[src/rtl/flow_key_extract.sv]
// Forwards parser metadata flits with one register stage and extracts the IPv4 5-tuple plus an XOR-fold hash.
// Optional build macro FLOW_KEY_SYMMETRIC_EN canonicalises src/dst so both flow directions share one key.
`timescale 1ns/1ps
module flow_key_extract #(
  parameter int HASH_W    = 9,
  parameter int ERR_CNT_W = 16
) (
  input  logic                 clk,
  input  logic                 reset,
  input  logic                 metadata_in_valid,
  input  logic [133:0]         metadata_in,
  output logic                 ready_out,
  output logic                 metadata_out_valid,
  output logic [133:0]         metadata_out,
  input  logic                 ready_in,
  output logic                 key_out_valid,
  output logic [103:0]         key_out,
  output logic [HASH_W-1:0]    hash_out,
  input  logic                 key_out_ready,
  output logic [ERR_CNT_W-1:0] err_cnt
);

  localparam int KEY_W  = 104;
  localparam int NSLICE = (KEY_W + HASH_W - 1) / HASH_W;

  localparam logic [1:0] ST_IDLE      = 2'd0;
  localparam logic [1:0] ST_HDR       = 2'd1;
  localparam logic [1:0] ST_WAIT_TAIL = 2'd2;

  localparam logic [1:0] MK_HEAD = 2'b01;
  localparam logic [1:0] MK_TAIL = 2'b10;

  function automatic logic [HASH_W-1:0] fold_hash(input logic [KEY_W-1:0] k);
    logic [HASH_W-1:0] h;
    logic [KEY_W-1:0]  t;
    h = '0;
    t = k;
    for (int s = 0; s < NSLICE; s++) begin
      h = h ^ t[HASH_W-1:0];
      t = t >> HASH_W;
    end
    return h;
  endfunction

  function automatic logic [ERR_CNT_W-1:0] sat_inc(input logic [ERR_CNT_W-1:0] c);
    return (c == '1) ? c : c + ERR_CNT_W'(1);
  endfunction

`ifdef FLOW_KEY_SYMMETRIC_EN
  function automatic logic [KEY_W-1:0] canon_key(input logic [KEY_W-1:0] k);
    logic [47:0] src_ep;
    logic [47:0] dst_ep;
    src_ep = {k[103:72], k[39:24]};
    dst_ep = {k[71:40],  k[23:8]};
    if (src_ep > dst_ep)
      return {k[71:40], k[103:72], k[23:8], k[39:24], k[7:0]};
    return k;
  endfunction
`endif

  logic [1:0]  state;
  logic [1:0]  idx;
  logic        accept_p0;
  logic        is_head_p0;
  logic        is_tail_p0;
  logic        cap_p0;
  logic [KEY_W-1:0] key_p0;

  logic        ipv4_ok;
  logic        l4_ok;
  logic [7:0]  proto_r;
  logic [31:0] src_ip_r;
  logic [15:0] dst_hi_r;

  logic             vld_p1;
  logic [KEY_W-1:0] key_p1;

  assign ready_out  = ready_in & (~key_out_valid | key_out_ready);
  assign accept_p0  = metadata_in_valid & ready_out;
  assign is_head_p0 = (metadata_in[133:132] == MK_HEAD);
  assign is_tail_p0 = (metadata_in[133:132] == MK_TAIL);
  assign cap_p0     = accept_p0 & (state == ST_HDR) & (idx == 2'd3) & ~is_head_p0 & ipv4_ok & l4_ok;

`ifdef FLOW_KEY_SYMMETRIC_EN
  assign key_p0 = canon_key({src_ip_r, dst_hi_r, metadata_in[127:112],
                             metadata_in[111:96], metadata_in[95:80], proto_r});
`else
  assign key_p0 = {src_ip_r, dst_hi_r, metadata_in[127:112],
                   metadata_in[111:96], metadata_in[95:80], proto_r};
`endif

  // Stage 0: packet framing FSM and error counter
  always_ff @(posedge clk) begin
    if (reset) begin
      state   <= ST_IDLE;
      idx     <= 2'd0;
      err_cnt <= '0;
    end else if (accept_p0) begin
      if (is_head_p0) begin
        if (state != ST_IDLE)
          err_cnt <= sat_inc(err_cnt);
        state <= ST_HDR;
        idx   <= 2'd1;
      end else begin
        case (state)
          ST_IDLE: err_cnt <= sat_inc(err_cnt);
          ST_HDR: begin
            idx <= idx + 2'd1;
            if (is_tail_p0) begin
              state <= ST_IDLE;
              idx   <= 2'd0;
            end else if (idx == 2'd3) begin
              state <= ST_WAIT_TAIL;
            end
          end
          ST_WAIT_TAIL: begin
            if (is_tail_p0) begin
              state <= ST_IDLE;
              idx   <= 2'd0;
            end
          end
          default: begin
            state <= ST_IDLE;
            idx   <= 2'd0;
          end
        endcase
      end
    end
  end

  // Header fields are always rewritten by flits 1 and 2 before flit 3 can use them
  always_ff @(posedge clk) begin
    if (accept_p0 && state == ST_HDR && !is_head_p0) begin
      if (idx == 2'd1)
        ipv4_ok <= (metadata_in[31:16] == 16'h0800);
      if (idx == 2'd2) begin
        proto_r  <= metadata_in[71:64];
        src_ip_r <= metadata_in[47:16];
        dst_hi_r <= metadata_in[15:0];
        l4_ok    <= (metadata_in[71:64] == 8'd6) || (metadata_in[71:64] == 8'd17);
      end
    end
  end

  // Pass-through register
  always_ff @(posedge clk) begin
    if (reset) begin
      metadata_out_valid <= 1'b0;
      metadata_out       <= '0;
    end else if (accept_p0) begin
      metadata_out_valid <= 1'b1;
      metadata_out       <= metadata_in;
    end else if (ready_in) begin
      metadata_out_valid <= 1'b0;
    end
  end

  // Stage 1: key capture
  always_ff @(posedge clk) begin
    if (reset)
      vld_p1 <= 1'b0;
    else
      vld_p1 <= cap_p0;
    if (cap_p0)
      key_p1 <= key_p0;
  end

  // Stage 2: hash and output slot; a new key overrides a same-cycle accept
  always_ff @(posedge clk) begin
    if (reset) begin
      key_out_valid <= 1'b0;
      key_out       <= '0;
      hash_out      <= '0;
    end else if (vld_p1) begin
      key_out_valid <= 1'b1;
      key_out       <= key_p1;
      hash_out      <= fold_hash(key_p1);
    end else if (key_out_ready) begin
      key_out_valid <= 1'b0;
    end
  end

endmodule

[config.mk]
export PLATFORM = sky130hd
export DESIGN_NAME = flow_key_extract
export DESIGN_NICKNAME = d
export VERILOG_FILES = /design/src/rtl/flow_key_extract.sv
export SDC_FILE = /design/constraint.sdc
export NUM_CORES = 1
export LEC_CHECK = 0
export ABC_AREA = 1
export ABC_CLOCK_PERIOD_IN_PS = 5100
export CORE_UTILIZATION = 30
export DETAILED_ROUTE_END_ITERATION = 10
export GPL_ROUTABILITY_DRIVEN = 0
export PLACE_DENSITY_LB_ADDON = 0.08
export SLEW_MARGIN = 10
export SYNTH_ARGS = -nofsm -noshare
export SYNTH_HDL_FRONTEND = slang
export SYNTH_SLANG_ARGS = --single-unit
[constraint.sdc]
create_clock -name clk -period 5.1 [get_ports clk]
set_input_delay 1.275 -clock clk [delete_from_list [all_inputs] [get_ports clk]]
set_output_delay 1.275 -clock clk [all_outputs]
set_load 0.01 [all_outputs]
# After elaboration in Yosys (flattened, before gate mapping)

Cells that the tools add are included.
W data, S select, Z words.

Register bits after elaboration: 432
Bits of input ports: 139
Output and inout port bits: 266
Word-level logic and storage cells: 83

$add $sub $neg: 2
Equal/unequal tests: 15
Muxes and demuxes: 16
Bitwise logic cells: 21
Reduce and logical (&&, ||, !) cells: 14

Operators by type and width:

| operator                | number |
|---|---|
| $xor A9 B9 Y9           | 10 |
| $mux W16                | 4 |
| $add A16 B1 Y16 const B | 1 |
| $eq A16 B12 Y1 const B  | 1 |
| $eq A16 B16 Y1 const B  | 1 |
| $mux W2                 | 6 |
| $pmux W2 S3             | 2 |
| $xor A9 B5 Y9           | 1 |
| $eq A2 B2 Y1 const B    | 4 |
| $eq A8 B3 Y1 const B    | 1 |
| $eq A8 B5 Y1 const B    | 1 |
| $reduce_bool A2 Y1      | 4 |
| $and A1 B1 Y1           | 7 |
| $eq A2 B1 Y1 const B    | 3 |
| $reduce_and A3 Y1       | 2 |
| $mux W1                 | 4 |
| $ne A4 B4 Y1 const B    | 1 |
| $reduce_and A2 Y1       | 2 |
| $reduce_and A4 Y1       | 1 |
| $ne A3 B3 Y1 const B    | 1 |
| $add A2 B1 Y2 const B   | 1 |
| $logic_and A1 B1 Y1     | 2 |
| $logic_not A2 Y1        | 1 |
| $ne A2 B1 Y1 const B    | 1 |
| 5 further kinds         | 6 |

# Logic depth before layout (Yosys ltp)

Gate-level depths: netlist (run 1).

Depth after elaboration: 11
Depth in mapped cells: 12
Mapped depth without buffers: 12

# Least setup slack after synthesis (run 1)

OpenSTA, ideal clock, no wires.

Path type: input to register
From: input key_out_ready
To: register dst_hi_r[0], enable pin
Library setup time: 472 ps
Arrival time: 4289 ps
Data required time: 4628 ps
Path slack: 339 ps
Cell stages on the path: 7
Path buffers: 1
Cells stage by stage: inv_1 nand2_1 nand3_2 clkinv_1 buf_2 nand3_1 nor2_1

Longest elaborated chain between the ends: 6

Ends and longest elaborated chain:

| element                            | RTL line | source |
|---|---|---|
| start, declared                    | 19       | `input logic key_out_ready,` |
| $or A1 B1 Y1                       | 78       | `assign ready_out = ready_in & (~key_out_valid \| key_out_ready);` |
| $and A1 B1 Y1                      | 78       |  |
| $and A1 B1 Y1                      | 79       | `assign accept_p0 = metadata_in_valid & ready_out;` |
| $logic_and A1 B1 Y1 (2 in a row)   | 133      | `if (accept_p0 && state == ST_HDR && !is_head_p0) begin` |
| $reduce_and A2 Y1 (no source line) | --       |  |
| end signal, assigned               | 139      | `dst_hi_r <= metadata_in[15:0];` |
| end, declared                      | 73       | `logic [15:0] dst_hi_r;` |

Every way passes these cells.
A chain may end at the register's enable or synchronous reset.

# Final worst setup path (run 1)

From: input ready_in
To: output ready_out

Longest elaborated chain between the ends: 1

Ends and longest elaborated chain:

| element         | RTL line | source |
|---|---|---|
| start, declared | 15       | `input logic ready_in,` |
| $and A1 B1 Y1   | 78       |  |
| end, declared   | 12       | `output logic ready_out,` |

Every way passes these cells.

==> results of run 1 <==
## worst max path at each step
stage | to | slack (ps) | depth (start not counted)
5_1_grt | ready_out | 1210 | 4
6_report | ready_out | 1260 | 4
3_5_place_dp | key_p1[93] | 1120 | 8
3_3_place_gp | key_p1[93] | 1150 | 8
2_1_floorplan | dst_hi_r[0] | 340 | 7
4_1_cts | ready_out | 1240 | 4
## flip-flops by register name (all words and copies together), names as in the netlist
register            flops
proto_r                 8
src_ip_r               32
key_p1                104
vld_p1                  1
key_out               104
dst_hi_r               16
idx                     2
hash_out                9
ipv4_ok                 1
l4_ok                   1
key_out_valid           1
err_cnt                16
metadata_out_valid      1
state                   2
metadata_out          134
## synthesized netlist by cell type (2+ instances only)
library cell  count
nand2_1         556
dfxtp_1         270
a21oi_1         225
edfxtp_1        162
inv_1           158
nor2_1          122
o21ai_0         111
nand3_1          57
clkbuf_1         47
buf_2            21
xor2_1           17
buf_4            10
xnor2_1           9
nand4_1           8
ha_1              6
buf_1             5
nor4_1            5
nand2b_1          4
nor3_1            4
buf_6             2
inv_2             2
## layer usage
layer / routed length [um] / track usage [%] / up-vias
met1: 23000 / 23.2 / 6040
met4: 1180 / 5.70 / 0
met5: 0 / 0 / -
met3: 2950 / 4.60 / 65
met2: 24500 / 30.6 / 286
li1: - / - / 6655
## cell families (layout without fill, tap and decap cells)
group	after synthesis	in the layout	share of synthesized area [%]
AOI/OAI and AO/OA	343	343	10.7
xor gates and xnor gates	26	26	1.40
adders and majority gates	6	6	0.460
buffers and inverters	246	664	6.14
DFF	432	432	63.0
and+or+nand+nor	761	761	18.4
## through the flow
step / instances / cell area, um2 / hold WS, ps / total power [W]
floorplan: 1814 / 16300 / 400 / 0.00388
CTS: 2928 / 22500 / 414 / 0.00759
global route: 2928 / 22500 / 418 / 0.00775
global placement: 2840 / 21000 / 402 / 0.00416
detailed placement: 2840 / 21000 / 405 / 0.00416
finish: 2928 / 22500 / 413 / 0.00746
## power by group through the flow
| stage | clock [W] | combinational [W] | sequential (W) |
|---|---|---|---|
| 3_5_place_dp | 0 | 0.000438 | 0.00372 |
| 6_report | 0.00338 | 0.000432 | 0.00365 |
| 3_3_place_gp | 0 | 0.000437 | 0.00372 |
| 4_1_cts | 0.00350 | 0.000441 | 0.00365 |
| 5_1_grt | 0.00363 | 0.000469 | 0.00365 |
| 2_1_floorplan | 0 | 0.000133 | 0.00374 |
## area by class of cell
type	count	area [um2]	area share [%]
Clock buffer	64	1330	5.93
Clock inverter	24	186	0.829
Inverter	161	617	2.74
Multi-Input combinational cell	1136	5060	22.5
Sequential cell	432	10300	45.7
Tap cell	696	871	3.87
Timing Repair Buffer	415	4150	18.5
==> out/metrics.csv, run 1 <==
metric,value,unit
CTS tree,done,
worst setup margin,1260,ps
Hold Path End,key_p1[82],
NumNets Final,2340,
crit-path most repeated cell,clkdlybuf4s50_1,
status,"complete, no violations",
Critical Path Max Stage Delay,550,ps
post-DR vias/cell,4.46,
Final Core Density,41.8,%
CORE AREA,0.0538,mm2
Die X,235,um
Mean Syn Cell Area,8.99,um2
Clk pwr share,45.3,%
DR iter-0 viols,695,
hold-critical path depth,0,
fillers,5298,
Routed Antenna Nets,0,
Die Ht,235,um
Tightest Pin Transition,997,ps
"commonest cells after routing, fill and taps aside","556 x nand2_1, 403 x clkdlybuf4s50_1, 269 x dfxtp_1",
Critical Path Sink Type,output port,
CTS hold repair buffers,0,
Comb pwr share,5.8,%
min cycle time layout,3840,ps
CP Launch Type,input pin,
Yosys warning total,0,
Synth top area share,33.1,%
vias in the first global route,12439,
Total Routing Usage GR,18.3,%
Max clock buf depth,3,
Setup crit start,ready_in,
Synth async-reset ratio,0,%
"Setup Fix Bufs, Post-CTS",0,
largest net degree at the start of global routing,89,
Worst R2R Path Depth,6,
syn nets,1959,
ant diodes,0,
CP max stage cell,clkdlybuf4s50_1,
layout cells sized above 1,4.08,%
Root Driver,clkbuf_16,
worst hold path type,reg -> reg,
First-pass DRT Iterations,5,
RSZ-0062 raised after global routing,false,
Skew-Pair Late Insertion Delay,570,ps
final hold viol count,0,
DRC violations left,0,
Hold Path Origin,src_ip_r[10],
Pins Over Slew Limit,0,
Tcrit/Tclk final,75.3,%
Power Internal,0.00581,W
Layout area overhead,37.9,%
R2R Path End,key_p1[93],
endpoints failing setup,0,
num rows,85,
net switching power,0.00164,W
vias,13046,
kind of critical path,in -> out,
Sw Ratio,22.0,%
first-pass GRT wire length,76900,um
# H-tree levels,2,
Crit Path Max Fanout,2,
ys flop type,dfxtp_1,
Synth Cell Area,0.0163,mm2
CP Cell Sequence,clkdlybuf4s50_1 > inv_1 > a21oi_1 > clkdlybuf4s50_1,
CP arrival,2570,ps
sequential power share,48.9,%
final setup TNS,0,ps
skew final,11.5,ps
slew margin rel.,33.5,%
Post-Place Worst Slack,1120,ps
initial antenna violation count,0,
count of cell types in the netlist,34,
starting density of the core,30.3,%
Port-buffer cells,404,
f_max,260,MHz
flop2flop setup slack,2670,ps
Peak supply drop,0.000232,V
CTS resizes,0,
CP bufs+invs,3,
register bit total from synthesis,432,
"Req. time, crit path",3830,ps
Top Family by Delay on Critical Path,buffers and inverters,
MaxCap Viol Count,0,
drt wl/cell,17.6,um
top post-synthesis cells by area,"dfxtp_1 33%, edfxtp_1 30%, nand2_1 13%",
dpl hpwl,36500,um
clock-pin slew of the registers on the worst-case setup and hold paths,60,ps
CTS buffer count,49,
Clock Sinks,432,
die area,0.0553,mm2
post-synthesis cell count,1814,
GRT overflow,0,
io pins,405,
"Seq/Total Area, Yosys",63.0,%
LEAKAGE,8.77,nW
Worst R2R Start,key_out_valid,
"most common cell after layout, fill and taps aside",nand2_1,
Synth area leader,dfxtp_1,
power per cell area,332,mW/mm2
Post-synth EDFFs,162,
Routed WL,51600,um
No activity file was read; power rests on OpenSTA's default activity.
==> run 2: changes to the inputs <==
- ABC_CLOCK_PERIOD_IN_PS: 5100 -> 3250
- clock period: 5.1 -> 3.25 ns (I/O delays scaled with it)
==> run 2 against run 1 <==
Final area rose by 1.4%. Sequential power increased by 57%. Total power grew 65%. Setup slack got worse by 990 ps.
==> out/metrics.csv, run 2 (synthesis gave the netlist of run 1 again) <==
metric,value,unit,change
Final Core Density,42.4,%,+0.58 points
CORE AREA,0.0538,mm2,unchanged
met2 wire length,24800,um,+1.2%
Root Driver,clkbuf_16,,
Clock Sinks,432,,unchanged
worst setup margin,269,ps,-988 ps
CTS buffer count,50,,+2.0%
Tcrit/Tclk final,91.7,%,
"Req. time, crit path",2440,ps,-1390 ps
Skew-Pair Late Insertion Delay,580,ps,about the same
Post-Place Worst Slack,277,ps,-844 ps
"Setup Fix Bufs, Post-CTS",0,,unchanged
flop2flop setup slack,1400,ps,-1270 ps
CTS hold repair buffers,0,,unchanged
initial antenna violation count,0,,unchanged
Top Family by Delay on Critical Path,buffers and inverters,,
Non-Filler Instances,2937,,+0.31%
CTS resizes,0,,unchanged
Critical Path Sink Type,output port,,
Peak supply drop,0.000333,V,+43%
vias in the first global route,12628,,+1.5%
NumNets Final,2344,,+0.17%
kind of critical path,in -> out,,
io pins,405,,unchanged
"most common cell after layout, fill and taps aside",nand2_1,,
skew final,8.33,ps,-3.21 ps
Critical Path Max Stage Delay,630,ps,+80 ps
CP bufs+invs,3,,unchanged
DR iter-0 viols,596,,-14%
RSZ-0062 raised after global routing,false,,
Layout area overhead,39.8,%,
routed length on met3,3330,um,+13%
slew margin rel.,40.6,%,+7.1 points
vias,13197,,+1.2%
LEAKAGE,8.91,nW,+1.6%
CP arrival,2170,ps,-400 ps
Routed WL,52000,um,+0.74%
clock-pin slew of the registers on the worst-case setup and hold paths,60,ps,about the same
Top Layer Used,met4,,
register with the most flip-flops,metadata_out,,
CP max stage cell,clkdlybuf4s50_1,,
Die Ht,235,um,unchanged
Power Total,0.0123,W,+65%
Total Routing Usage GR,18.5,%,+0.21 points
first-pass GRT wire length,78500,um,+2.1%
ant diodes,0,,unchanged
min cycle time layout,2980,ps,
endpoints failing setup,0,,unchanged
# H-tree levels,2,,unchanged
Crit Path Max Fanout,2,,unchanged
biggest regs,"metadata_out x134, key_out x104, key_p1 x104",,
max FFs per register,134,,unchanged
GRT overflow,0,,unchanged
starting density of the core,30.3,%,unchanged
dpl hpwl,36300,um,-0.55%
Tightest Pin Transition,891,ps,-106 ps
"commonest cells after routing, fill and taps aside","555 x nand2_1, 403 x clkdlybuf4s50_1, 269 x dfxtp_1",,
Routed Antenna Nets,0,,unchanged
drt wl/cell,17.7,um,+0.43%
M1 WL,22900,um,-0.43%
CP Launch Type,input pin,,
CP Cell Sequence,clkdlybuf4s50_1 > inv_12 > a21oi_1 > clkdlybuf4s50_1,,
final hold viol count,0,,unchanged
Port-buffer cells,404,,unchanged
MaxCap Viol Count,0,,unchanged
Max clock buf depth,3,,unchanged
Hold Slack,412,ps,-0.284 ps
crit-path most repeated cell,clkdlybuf4s50_1,,
largest net degree at the start of global routing,195,,+120%
DRC violations left,0,,unchanged
Pins Over Slew Limit,0,,unchanged
First-pass DRT Iterations,7,,+2
worst hold path type,reg -> reg,,
num rows,85,,unchanged
Die X,235,um,unchanged
layout cells sized above 1,4.55,%,+0.47 points
post-DR vias/cell,4.49,,+0.85%
CTS tree,done,,
placed insts,2843,,+0.11%
die area,0.0553,mm2,unchanged
status,"complete, no violations",,
power per cell area,540,mW/mm2,+63%
f_max,335,MHz,
## run 2: changes by cell type in the layout (fill, tap and decap cells not counted), moves of 3 or more
cell,previous run,this run
buf_12,2,7
clkbuf_16,49,53
bufinv_16,3,6
clkinv_2,8,5
clkbuf_1,10,13
clkinv_1,11,8
clkbuf_8,5,8
## run 2: layout make-up
| type | instances | area (um2) |
|---|---|---|
| Tap cell | 696 | 871 |
| Sequential cell | 432 | 10300 |
| Inverter | 161 | 628 |
| Clock buffer | 74 | 1490 |
| Clock inverter | 20 | 243 |
| Fill cell | 5274 | 31000 |
| Timing Repair Buffer | 418 | 4240 |
| Multi-Input combinational cell | 1136 | 5060 |
## run 2: metrics by stage
stage	setup TNS [ps]	cell area (um2)
6_report	0	22800
5_1_grt	0	22800
4_1_cts	0	22800
3_5_place_dp	0	21100
3_3_place_gp	0	21100
2_1_floorplan	-3250	16400
## run 2: per-layer routing
metal / global-route usage (%) / up-vias
li1: - / 6663
met1: 23.7 / 6115
met2: 30.9 / 344
met3: 4.64 / 75
met4: 5.24 / 0
met5: 0 / -
## run 2: worst paths after layout
path	startpoint	endpoint	depth (start not counted)
worst max-delay path	key_out_ready	ready_out	4
worst min-delay path	src_ip_r[16]	key_p1[88]	0
worst max register to register	err_cnt[0]	err_cnt[9]	10
worst min register to register	src_ip_r[16]	key_p1[88]	0
## run 2: where the power goes
group / internal, W / leakage (nW) / switching (W)
Combinational: 0.000350 / 4.41 / 0.000337
Clock: 0.00362 / 0.843 / 0.00227
Sequential: 0.00568 / 3.65 / 0.0000453
## run 2: worst register-to-register path, stage by stage, from the launching register on
cell and delay (ps):
dfxtp_1 470, ha_1 260, nand2_2 100, inv_2 50
nand4_1 70, nor2_1 110, nand2_1 100, nand2_4 180
inv_2 190, nand2_1 100, a21oi_1 60
==> run 3: changes to the inputs <==
- ABC_AREA: 1 -> unset
==> run 3 against run 2 <==
Final cell count decreased by 16%. Synthesized cell count down 26%. Final area decreased by 3.6%. Count of clock-buffer cells in the layout fell by 4. Sequential power barely moved. Via count is 18% lower. Largest power group is now sequential cells.
==> out/metrics.csv, run 3 <==
metric,value,unit,change
final setup TNS,0,ps,unchanged
Routed Antenna Nets,0,,unchanged
register with the most flip-flops,metadata_out,,
layout cells sized above 1,5.88,%,+1.3 points
R2R Path End,key_p1[62],,
largest net degree at the start of global routing,137,,-30%
Skew-Pair Late Insertion Delay,580,ps,about the same
Worst R2R Start,key_out_valid,,
GRT overflow,0,,unchanged
drt wl/cell,18.5,um,+4.8%
min cycle time layout,2960,ps,-18.4 ps
Pins Over Slew Limit,0,,unchanged
CP max stage cell,clkdlybuf4s50_1,,
skew final,16.6,ps,+8.24 ps
ant diodes,0,,unchanged
max FFs per register,134,,unchanged
DR iter-0 viols,596,,unchanged
placed insts,2376,,-16%
Top Family by Delay on Critical Path,buffers and inverters,,
hold-critical path depth,0,,unchanged
endpoints failing setup,0,,unchanged
NumNets Final,1892,,-19%
num rows,83,,-2.4%
final hold viol count,0,,unchanged
CP arrival,2150,ps,-20 ps
RSZ-0062 raised after global routing,false,,
ys flop type,dfxtp_1,,
"Req. time, crit path",2440,ps,about the same
Critical Path Max Stage Delay,530,ps,-100 ps
# H-tree levels,2,,unchanged
Total Routing Usage GR,17.0,%,-1.5 points
syn nets,1496,,-24%
"count leader, synth",nand2_1,,
io pins,405,,unchanged
"Seq/Total Area, Yosys",66.0,%,+3.1 points
crit-path most repeated cell,clkdlybuf4s50_1,,
"Setup Fix Bufs, Post-CTS",0,,unchanged
Die X,230,um,-2.3%
Die Ht,230,um,-2.3%
Worst R2R Path Depth,5,,-5
DRC violations left,0,,unchanged
Max clock buf depth,3,,unchanged
"commonest cells after routing, fill and taps aside","403 x clkdlybuf4s50_1, 272 x nand2_1, 269 x dfxtp_1",,
clock-pin slew of the registers on the worst-case setup and hold paths,60,ps,about the same
CTS resizes,0,,unchanged
First-pass DRT Iterations,5,,-2
Non-Filler Instances,2467,,-16%
Root Driver,clkbuf_16,,
Clock Sinks,432,,unchanged
slew margin rel.,52.7,%,+12 points
worst hold path type,reg -> reg,,
status,"complete, no violations",,
Hold Path End,key_p1[73],,
Port-buffer cells,404,,unchanged
Layout area overhead,41.2,%,
Yosys warning total,0,,unchanged
CORE AREA,0.0513,mm2,-4.7%
vias in the first global route,10756,,-15%
MaxCap Viol Count,0,,unchanged
dpl hpwl,31800,um,-13%
kind of critical path,in -> out,,
flop2flop setup slack,1230,ps,-170 ps
Synth Cell Area,0.0156,mm2,-4.6%
Synth top area share,34.7,%,+1.6 points
register bit total from synthesis,432,,unchanged
post-synthesis cell count,1351,,-26%
first-pass GRT wire length,68000,um,-13%
starting density of the core,30.3,%,about the same
Hold Slack,414,ps,+1.16 ps
Tcrit/Tclk final,91.1,%,-0.57 points
biggest regs,"metadata_out x134, key_out x104, key_p1 x104",,
CP Cell Sequence,clkdlybuf4s50_1 > nand2b_1 > and2_1 > clkdlybuf4s50_1,,
CP Launch Type,input pin,,
Post-Place Worst Slack,186,ps,-90.9 ps
top post-synthesis cells by area,"dfxtp_1 35%, edfxtp_1 31%, mux2i_1 7.0%",,
Crit Path Max Fanout,3,,+1
Mean Syn Cell Area,11.5,um2,+28%
Peak supply drop,0.000334,V,+0.53%
f_max,338,MHz,+0.62%
CP bufs+invs,2,,-1
Critical Path Sink Type,output port,,
Hold Path Origin,src_ip_r[1],,
die area,0.0528,mm2,-4.6%
CTS tree,done,,
Synth area leader,dfxtp_1,,
power per cell area,537,mW/mm2,-0.51%
Tightest Pin Transition,709,ps,-182 ps
Routed WL,45700,um,-12%
CTS buffer count,49,,-2.0%
"most common cell after layout, fill and taps aside",clkdlybuf4s50_1,,
LEAKAGE,7.36,nW,-17%
Synth async-reset ratio,0,%,unchanged
CTS hold repair buffers,0,,unchanged
Post-synth EDFFs,162,,unchanged
post-DR vias/cell,4.40,,-2.0%
"top cells by count, synth","273 x nand2_1, 270 x dfxtp_1, 162 x edfxtp_1",,
initial antenna violation count,2,,+2
vias,10863,,-18%
worst setup margin,288,ps,+18.4 ps
count of cell types in the netlist,47,,+38%
## run 3: worst max-delay path by stage
stage / startpoint / endpoint / slack (ps) / depth (start not counted)
final: key_out_ready / ready_out / 290 / 4
after global routing: key_out_ready / ready_out / 230 / 4
after CTS: key_out_ready / ready_out / 270 / 4
after detailed placement: metadata_in[133] / key_p1[32] / 190 / 6
after global placement: metadata_in[133] / key_p1[33] / 210 / 6
after floorplan: metadata_in[133] / key_p1[0] / 420 / 5
## run 3: final cells by class
type	instances	area, um2
fill	4881	29300
sequential	432	10300
multi-input combinational	837	4940
timing repair buffer	421	4300
clock buffer	70	1380
tap	680	851
clock inverter	21	205
inverter	6	22.5
## run 3: where the power goes
| group | internal (W) | switching [W] | total [W] |
|---|---|---|---|
| Sequential | 0.00568 | 0.0000444 | 0.00572 |
| Combinational | 0.000351 | 0.000327 | 0.000677 |
| Clock | 0.00319 | 0.00220 | 0.00540 |
## run 3: through the flow
step | total power, W | util [%] | area, um2
floorplan | 0.00607 | - | 15600
finish | 0.0118 | 42.8 | 22000
detailed placement | 0.00652 | 39.7 | 20400
CTS | 0.0120 | 42.8 | 22000
global placement | 0.00652 | 39.7 | 20400
global route | 0.0122 | 42.8 | 22000
## run 3: worst reg2reg max path: cells and delay by family (launching register included)
family,cells,cell delay [ps]
DFF,1,340
and+or+nand+nor,4,980
buffers and inverters,1,280
## run 3: metal layers
| metal | vias up | global-route usage (%) | wire length [um] |
|---|---|---|---|
| met4 | 2 | 5.17 | 885 |
| met3 | 59 | 4.09 | 2590 |
| met1 | 5159 | 22.6 | 20900 |
| met2 | 281 | 27.4 | 21300 |
| li1 | 5362 | - | - |
| met5 | - | 0 | 11 |
## run 3: cell families (layout without fill, tap and decap cells)
group | count (synthesis) | in the layout | share of synthesized area, %
compound gates | 161 | 161 | 5.59
xor+xnor | 106 | 106 | 6.32
fa+ha+maj | 6 | 6 | 0.483
buf+inv | 82 | 518 | 2.31
flops | 432 | 432 | 66.0
mux | 109 | 109 | 7.01
simple gates | 455 | 455 | 12.3
